**src/rtl/i2c_mem_datapath.sv**
```systemverilog
// ---------------------------------------------------------------------------
// i2c_mem_datapath
//
// Purpose:
//   Memory address/data path that sits behind the I2C memory control FSM.
//   It turns the FSM's per-state control levels into RAM traffic. The block
//   owns the RAM address pointer and stages received write bytes. It issues
//   single-cycle RAM write/read strobes. Fetched bytes go to the transmit
//   shifter through a valid/taken handshake.
//
// Parameters:
//   ADDR_W     - RAM address width (<= 8); the address byte supplies rx_byte[ADDR_W-1:0]
//   RAM_RD_LAT - RAM read latency from ram_re to ram_rdata valid (1 or 2)
//
// Ports:
//   clk, rst_n                 - clock, asynchronous active-low reset
//   rx_byte, rx_byte_valid     - received byte and its one-cycle completion pulse
//   read_mem_address           - level: control FSM in address-byte state
//   write_mem                  - level: control FSM in write-data state
//   wren                       - level: control FSM in write-commit state
//   increment_mem_address      - level: control FSM in an increment state
//   read_mem                   - level: control FSM in read-data state
//   ram_addr, ram_wdata        - RAM address (current pointer) and write data
//   ram_we, ram_re             - single-cycle RAM write / read strobes
//   ram_rdata                  - RAM read data
//   tx_byte, tx_byte_valid     - fetched byte for the transmit shifter, valid flag
//   tx_byte_taken              - one-cycle pulse: shifter loaded tx_byte
//   addr_overflow              - sticky address saturation flag
//
// Build option:
//   I2C_MEM_ADDR_SATURATE_EN - when defined, the pointer saturates at its top
//   value and sets addr_overflow. Otherwise it wraps and addr_overflow is 0.
// ---------------------------------------------------------------------------
module i2c_mem_datapath #(
  parameter int ADDR_W     = 8,
  parameter int RAM_RD_LAT = 1
) (
  input  logic              clk,
  input  logic              rst_n,
  input  logic [7:0]        rx_byte,
  input  logic              rx_byte_valid,
  input  logic              read_mem_address,
  input  logic              write_mem,
  input  logic              wren,
  input  logic              increment_mem_address,
  input  logic              read_mem,
  output logic [ADDR_W-1:0] ram_addr,
  output logic [7:0]        ram_wdata,
  output logic              ram_we,
  output logic              ram_re,
  input  logic [7:0]        ram_rdata,
  output logic [7:0]        tx_byte,
  output logic              tx_byte_valid,
  input  logic              tx_byte_taken,
  output logic              addr_overflow
);

  typedef enum logic [1:0] {
    RD_IDLE,
    RD_ISSUE,
    RD_WAIT,
    RD_HOLD
  } rd_state_e;

  localparam logic [ADDR_W-1:0] ADDR_MAX = {ADDR_W{1'b1}};
  localparam logic [1:0]        LAT_LAST = 2'(RAM_RD_LAT - 1);

  rd_state_e         rd_state_q, rd_state_d;
  logic [ADDR_W-1:0] addr_q, addr_d;
  logic [7:0]        wdata_q, wdata_d;
  logic              wdata_pending_q, wdata_pending_d;
  logic              ram_we_q, ram_we_d;
  logic              ram_re_q, ram_re_d;
  logic [7:0]        tx_byte_q, tx_byte_d;
  logic              tx_byte_valid_q, tx_byte_valid_d;
  logic [1:0]        lat_cnt_q, lat_cnt_d;
  logic              wren_prev_q, wren_prev_d;
  logic              inc_prev_q, inc_prev_d;
  logic              rd_prev_q, rd_prev_d;

  logic              addr_load;
  logic              wren_edge;
  logic              inc_edge;
  logic              rd_edge;

`ifdef I2C_MEM_ADDR_SATURATE_EN
  logic              overflow_q, overflow_d;
`endif

  // The control inputs are state levels. Registered copies turn them into
  // rising-edge events, so a level held for several cycles acts only once.
  assign addr_load = rx_byte_valid && read_mem_address;
  assign wren_edge = wren && !wren_prev_q;
  assign inc_edge  = increment_mem_address && !inc_prev_q;
  assign rd_edge   = read_mem && !rd_prev_q;

  // Next-state logic for the pointer, write staging and read FSM. The strobes
  // are registered, so each strobe is high in the cycle after its triggering
  // edge. A write strobe therefore always sees the pointer before any
  // increment sampled in that same cycle.
  always_comb begin
    rd_state_d      = rd_state_q;
    addr_d          = addr_q;
    wdata_d         = wdata_q;
    wdata_pending_d = wdata_pending_q;
    ram_we_d        = 1'b0;
    ram_re_d        = 1'b0;
    tx_byte_d       = tx_byte_q;
    tx_byte_valid_d = tx_byte_valid_q;
    lat_cnt_d       = lat_cnt_q;
    wren_prev_d     = wren;
    inc_prev_d      = increment_mem_address;
    rd_prev_d       = read_mem;
`ifdef I2C_MEM_ADDR_SATURATE_EN
    overflow_d      = overflow_q;
`endif

    // A new address byte has priority over an increment.
    if (addr_load) begin
      addr_d = rx_byte[ADDR_W-1:0];
`ifdef I2C_MEM_ADDR_SATURATE_EN
      overflow_d = 1'b0;
`endif
    end else if (inc_edge) begin
`ifdef I2C_MEM_ADDR_SATURATE_EN
      if (addr_q == ADDR_MAX) begin
        overflow_d = 1'b1;
      end else begin
        addr_d = addr_q + 1'b1;
      end
`else
      addr_d = addr_q + 1'b1;
`endif
    end

    // One write per staged byte: the commit consumes the pending flag.
    if (wren_edge && wdata_pending_q) begin
      ram_we_d        = 1'b1;
      wdata_pending_d = 1'b0;
    end
    if (rx_byte_valid && write_mem) begin
      wdata_d         = rx_byte;
      wdata_pending_d = 1'b1;
    end

    case (rd_state_q)
      RD_IDLE: begin
        if (rd_edge) begin
          rd_state_d = RD_ISSUE;
          ram_re_d   = 1'b1;
        end
      end
      RD_ISSUE: begin
        rd_state_d = RD_WAIT;
        lat_cnt_d  = 2'd0;
      end
      RD_WAIT: begin
        if (lat_cnt_q == LAT_LAST) begin
          // A byte that arrives after read_mem has dropped is discarded.
          if (read_mem) begin
            tx_byte_d       = ram_rdata;
            tx_byte_valid_d = 1'b1;
            rd_state_d      = RD_HOLD;
          end else begin
            rd_state_d = RD_IDLE;
          end
        end else begin
          lat_cnt_d = lat_cnt_q + 2'd1;
        end
      end
      RD_HOLD: begin
        if (tx_byte_taken) begin
          tx_byte_valid_d = 1'b0;
          rd_state_d      = RD_IDLE;
        end
      end
      default: begin
        rd_state_d = RD_IDLE;
      end
    endcase

    // Loading a new address discards any read in flight for the old one.
    if (addr_load) begin
      tx_byte_valid_d = 1'b0;
      rd_state_d      = RD_IDLE;
      ram_re_d        = 1'b0;
    end
  end

  // State register. The reset is asynchronous so strobes drop immediately.
  // Any staged write byte is lost.
  always_ff @(posedge clk or negedge rst_n) begin
    if (!rst_n) begin
      rd_state_q      <= RD_IDLE;
      addr_q          <= '0;
      wdata_q         <= '0;
      wdata_pending_q <= 1'b0;
      ram_we_q        <= 1'b0;
      ram_re_q        <= 1'b0;
      tx_byte_q       <= '0;
      tx_byte_valid_q <= 1'b0;
      lat_cnt_q       <= '0;
      wren_prev_q     <= 1'b0;
      inc_prev_q      <= 1'b0;
      rd_prev_q       <= 1'b0;
`ifdef I2C_MEM_ADDR_SATURATE_EN
      overflow_q      <= 1'b0;
`endif
    end else begin
      rd_state_q      <= rd_state_d;
      addr_q          <= addr_d;
      wdata_q         <= wdata_d;
      wdata_pending_q <= wdata_pending_d;
      ram_we_q        <= ram_we_d;
      ram_re_q        <= ram_re_d;
      tx_byte_q       <= tx_byte_d;
      tx_byte_valid_q <= tx_byte_valid_d;
      lat_cnt_q       <= lat_cnt_d;
      wren_prev_q     <= wren_prev_d;
      inc_prev_q      <= inc_prev_d;
      rd_prev_q       <= rd_prev_d;
`ifdef I2C_MEM_ADDR_SATURATE_EN
      overflow_q      <= overflow_d;
`endif
    end
  end

  assign ram_addr      = addr_q;
  assign ram_wdata     = wdata_q;
  assign ram_we        = ram_we_q;
  assign ram_re        = ram_re_q;
  assign tx_byte       = tx_byte_q;
  assign tx_byte_valid = tx_byte_valid_q;

`ifdef I2C_MEM_ADDR_SATURATE_EN
  assign addr_overflow = overflow_q;
`else
  assign addr_overflow = 1'b0;
`endif

  // The control FSM never sits in a write and a read state together.
  // As a result, the two RAM strobes must never overlap.
  strobe_exclusive_a : assert property (@(posedge clk) disable iff (!rst_n)
    !(ram_we_q && ram_re_q));

endmodule

```
**config.mk**
```make
export PLATFORM = sky130hd
export DESIGN_NAME = i2c_mem_datapath
export DESIGN_NICKNAME = d
export VERILOG_FILES = /design/src/rtl/i2c_mem_datapath.sv
export SDC_FILE = /design/constraint.sdc
export NUM_CORES = 1
export LEC_CHECK = 0
export BUFFER_PORTS_ARGS = -buffer_cell sky130_fd_sc_hd__buf_2
export CAP_MARGIN = 20
export CELL_PAD_IN_SITES_DETAIL_PLACEMENT = 1
export CELL_PAD_IN_SITES_GLOBAL_PLACEMENT = 1
export CORE_ASPECT_RATIO = 1.2
export CORE_MARGIN = 2
export CORE_UTILIZATION = 38
export DETAILED_ROUTE_END_ITERATION = 16
export PLACE_DENSITY_LB_ADDON = 0.2
export SLEW_MARGIN = 0
export SYNTH_ARGS = -nofsm -noshare
export SYNTH_HDL_FRONTEND = slang
export SYNTH_SLANG_ARGS = --single-unit
```
**constraint.sdc**
```tcl
create_clock -name clk -period 1.8 [get_ports clk]
set_clock_uncertainty 0.05 [all_clocks]
set_input_delay 0.27 -clock clk [delete_from_list [all_inputs] [get_ports clk]]
set_output_delay 0.27 -clock clk [all_outputs]
set_load 0.01 [all_outputs]
```
# After elaboration in Yosys (flattened, before gate mapping)
# Index checks and enable logic that the tools add are counted.
[classes]
addsub = 2
mul = 0
n_div = 0
n_lt_le_gt_ge = 0
n_eq_ne = 8
n_shift = 0
n_mux = 21
bitwise = 0
reduce_logical = 19
[ops]
columns = ["cell", "n"]
rows = [
  ["$mux W8", 2],
  ["$mux W2", 6],
  ["$ne A3 B3 Y1 const B", 4],
  ["$mux W1", 10],
  ["$add A8 B1 Y8 const B", 1],
  ["$pmux W2 S4", 1],
  ["$logic_and A1 B1 Y1", 6],
  ["$reduce_and A3 Y1", 2],
  ["$reduce_bool A2 Y1", 3],
  ["$eq A2 B2 Y1 const B", 2],
  ["$logic_not A2 Y1", 2],
  ["$pmux W2 S2", 1],
  ["$reduce_and A4 Y1", 1],
  ["$logic_not A1 Y1", 3],
  ["$reduce_bool A3 Y1", 1],
  ["$add A2 B1 Y2 const B", 1],
  ["$eq A2 B1 Y1 const B", 1],
  ["$ne A2 B2 Y1 const B", 1],
  ["$pmux W1 S2", 1],
  ["$reduce_and A2 Y1", 1],
]
[totals]
regBits = 35
latch_bits = 0
ram_bits = 0
romBits = 0
input_bits = 25
output_inout_bits = 28
word_cells = 62
mem_count = 0

# Longest topological paths before layout
[logic_depth]
ltp_word = 5
mapped_depth = 5
depth_no_buf = 5

# Worst setup path after synthesis
# No wires, ideal clock.
[synth_path]
path_type = "reg2reg"
start = "register lat_cnt_q[0]"
end = "register tx_byte_q[0] (netlist: tx_byte[0])"
setup_time_ps = 125
arrival_ps = 1199
t_required_ps = 1625
slack_ps = 426
stages_incl_launch_ff = 5
path_buffers = 0
synth_period_minus_slack_ps = 1374
cell_sequence = "dfrtp_1 > inv_1 > ha_1 > nand4b_2 > mux2_2"
[synth_via]
elab_chain_len = 2
[synth_lines]
columns = ["element", "line", "rtl"]
rows = [
  ["from (decl)", "76", "logic [1:0] lat_cnt_q, lat_cnt_d;"],
  ["from (signal assigned)", "218", "lat_cnt_q <= lat_cnt_d;"],
  ["$logic_not A2 Y1", "158", "if (lat_cnt_q == LAT_LAST) begin"],
  ["$reduce_and A3 Y1 (no line)", "--", ""],
  ["to (signal assigned)", "216", "tx_byte_q <= tx_byte_d;"],
  ["to (decl)", "74", "logic [7:0] tx_byte_q, tx_byte_d;"],
]
# No other way between the ends.
# A chain may end at the register's enable or synchronous reset.

# Worst setup path after layout
[layout_path]
start = "register lat_cnt_q[0]"
end = "register tx_byte_q[3] (netlist: tx_byte[3])"
# Same word-level chain as after synthesis.

==> impl_metrics.env <==
export IMPL_status="complete, no violations"
export IMPL_cts_root_buf="clkbuf_8"
export IMPL_synth_area_leaders="dfrtp_1 57%, mux2_2 13%, o21ai_0 3.6%"
export IMPL_rrSetupSlack_ps=250
export IMPL_synth_nets=154
export IMPL_synth_ff_type="dfrtp_1"
export IMPL_final_common_cell="buf_2"
export IMPL_gr_usage_all_layers_pct=16.6
export IMPL_worst_pin_slew_ps=776
export IMPL_io_buffers=51
export IMPL_slew_viol_final=0
export IMPL_placed_area_um2=1830
export IMPL_drc=0
export IMPL_ios=53
export IMPL_cp_arrival_ps=1660
export IMPL_synth_top_cell_by_area="dfrtp_1"
export IMPL_clk_path_buf_depth=2
export IMPL_start_util_pct=39.1
export IMPL_cts_tree="yes"
export IMPL_ctsHtreeMaxLevel=2
export IMPL_clock_sinks=35
export IMPL_clock_latency_ps=280
export IMPL_routedWlPerCell_um=14.4
export IMPL_place_hpwl_um=2540
export IMPL_r2r_cells=4
export IMPL_grt_pass1_vias=1161
export IMPL_ys_async_sr_fraction_pct=100
export IMPL_cts_hold_buf=0
export IMPL_setup_violations_final=0
export IMPL_required_ps=1920
export IMPL_final_cell_area_um2=1930
export IMPL_avgViaCountPerCell=4.88
export IMPL_yosysTopAreaCellShare_pct=57.3
export IMPL_hold_viol_final=0
export IMPL_ir_drop_mv=0.488
export IMPL_grt_max_degree=36
export IMPL_drt_wl_total_um=3400
export IMPL_startpoint_type="flip-flop"
export IMPL_cts_resized=0
export IMPL_yosysWarnings=0
export IMPL_final_setup_tns_ps=0
export IMPL_post_cts_setup_buffers=0
export IMPL_firstDrtPassIters=2
export IMPL_rsz0062_at_grt="no"
export IMPL_fmax_mhz=647
export IMPL_die_width_um=61.9
export IMPL_vias=1151
export IMPL_nets=208
export IMPL_worstSetupPathType="reg2reg"
export IMPL_insertedDiodeCount=0
export IMPL_synth_avg_cell_area_um2=12.0
export IMPL_fp_coreArea_um2=3910
export IMPL_p_leak_nw=0.894
export IMPL_ys_ff_latch=35
export IMPL_max_cap_violations=0
export IMPL_yosysSeqAreaShare_pct=57.3
export IMPL_die_h_um=73.5
export IMPL_antenna_found_initial=0
export IMPL_dieArea_um2=4550
export IMPL_area_growth_pct=26.3
export IMPL_drt_iter0_drc=11
export IMPL_drive_gt1_share_pct=42.3
export IMPL_power_mw=2.40
export IMPL_synth_area_um2=1530
export IMPL_globalplace_congestion=0.788
export IMPL_power_density_nw_per_um2=1250
export IMPL_rows=25
export IMPL_final_cell_mix="51 x buf_2, 35 x dfrtp_1, 17 x mux2_2"
export IMPL_netlist_instances=127
export IMPL_relSlewSlack_pct=48.3
export IMPL_clkTransAtPathRegs_ps=70
export IMPL_synth_edff_count=0
export IMPL_antenna_left=0
export IMPL_finalCritPeriodShare_pct=85.8
export IMPL_hold_path_class="in2async"
export IMPL_grt_overflow=0
export IMPL_yosysUniqueCellTypes=30
export IMPL_utilization_pct=49.4
export IMPL_fin_crit_ps=1550
export IMPL_setup_worst_path_end_class="flip-flop"
export IMPL_rr_endpoint="tx_byte[3]"
export IMPL_r2r_start="lat_cnt_q[0]"
export IMPL_grt_pass1_wl_um=5490
export IMPL_cts_made_buffers=5
export IMPL_crit_fanout=8
==> stage by stage <==
stage | instances | hold WS, ps | worst slack, ps
after floorplan | 127 | -75.6 | 426
after detailed placement | 228 | 346 | 240
after global routing | 236 | 55.9 | 128
after CTS | 236 | 37.7 | 228
final | 236 | 12.0 | 255
after global placement | 228 | 325 | 329
==> worst max-delay path by stage <==
stage / cells after the start / end / slack (ps) / start
after floorplan: 4 / tx_byte[0] / 430 / lat_cnt_q[0]
after global placement: 4 / tx_byte[6] / 330 / lat_cnt_q[0]
after detailed placement: 4 / tx_byte[3] / 240 / lat_cnt_q[0]
after CTS: 4 / tx_byte[3] / 230 / lat_cnt_q[0]
after global routing: 4 / tx_byte[3] / 130 / lat_cnt_q[0]
final: 4 / tx_byte[3] / 250 / lat_cnt_q[0]
==> synthesized netlist by cell type (2+ instances only) <==
cell type,instances
or3_1,5
a311oi_1,2
buf_2,2
o21ai_0,11
nand2b_1,2
inv_1,3
mux2i_1,2
mux2_2,17
nor2_1,7
ha_1,2
xor2_1,2
nand3_1,4
a31oi_1,5
o21a_1,2
nand2_1,10
dfrtp_1,35
nand3b_1,3
==> metal layers <==
| metal | wire [um] | track usage, % |
|---|---|---|
| met1 | 1500 | 21.4 |
| met2 | 1700 | 27.0 |
| met3 | 156 | 4.93 |
| met4 | 31 | 4.26 |
| met5 | 0 | 0 |
==> worst max-delay path, stage by stage (launching register included) <==
cell	delay (ps)
dfrtp_1	410
inv_1	70
ha_1	250
nand4b_2	280
mux2_2	360
==> registers in the layout, indices dropped and copies added (netlist names) <==
name,count
wdata_pending_q,1
ram_re,1
rd_prev_q,1
ram_we,1
tx_byte_valid,1
inc_prev_q,1
ram_wdata,8
ram_addr,8
tx_byte,8
lat_cnt_q,2
wren_prev_q,1
rd_state_q,2
==> area by class of cell <==
type / instances / area, um2
inverters: 3 / 11.3
repair buffers: 51 / 255
fillers: 455 / 1980
clock buffers: 8 / 100
multi-input cells: 85 / 621
flip-flops and latches: 35 / 876
well taps: 54 / 67.6
==> cell families after synthesis <==
family                     Yosys count  share of synthesized area [%]
muxes                               19                           13.8
DFF                                 35                           57.3
and+or+nand+nor                     39                           15.1
xor gates and xnor gates             2                           1.15
buffers and inverters                7                           2.13
AOI/OAI and AO/OA                   22                           8.59
adders and majority gates            2                           1.64
other                                1                          0.245
==> report_power, final <==
group | switching [mW] | leakage (nW) | total, mW | internal (mW)
registers | 0.159 | 0.420 | 1.14 | 0.980
clock network | 0.271 | 0.0515 | 0.620 | 0.349
logic | 0.308 | 0.423 | 0.646 | 0.338
Power figures use the tool's default switching activity.
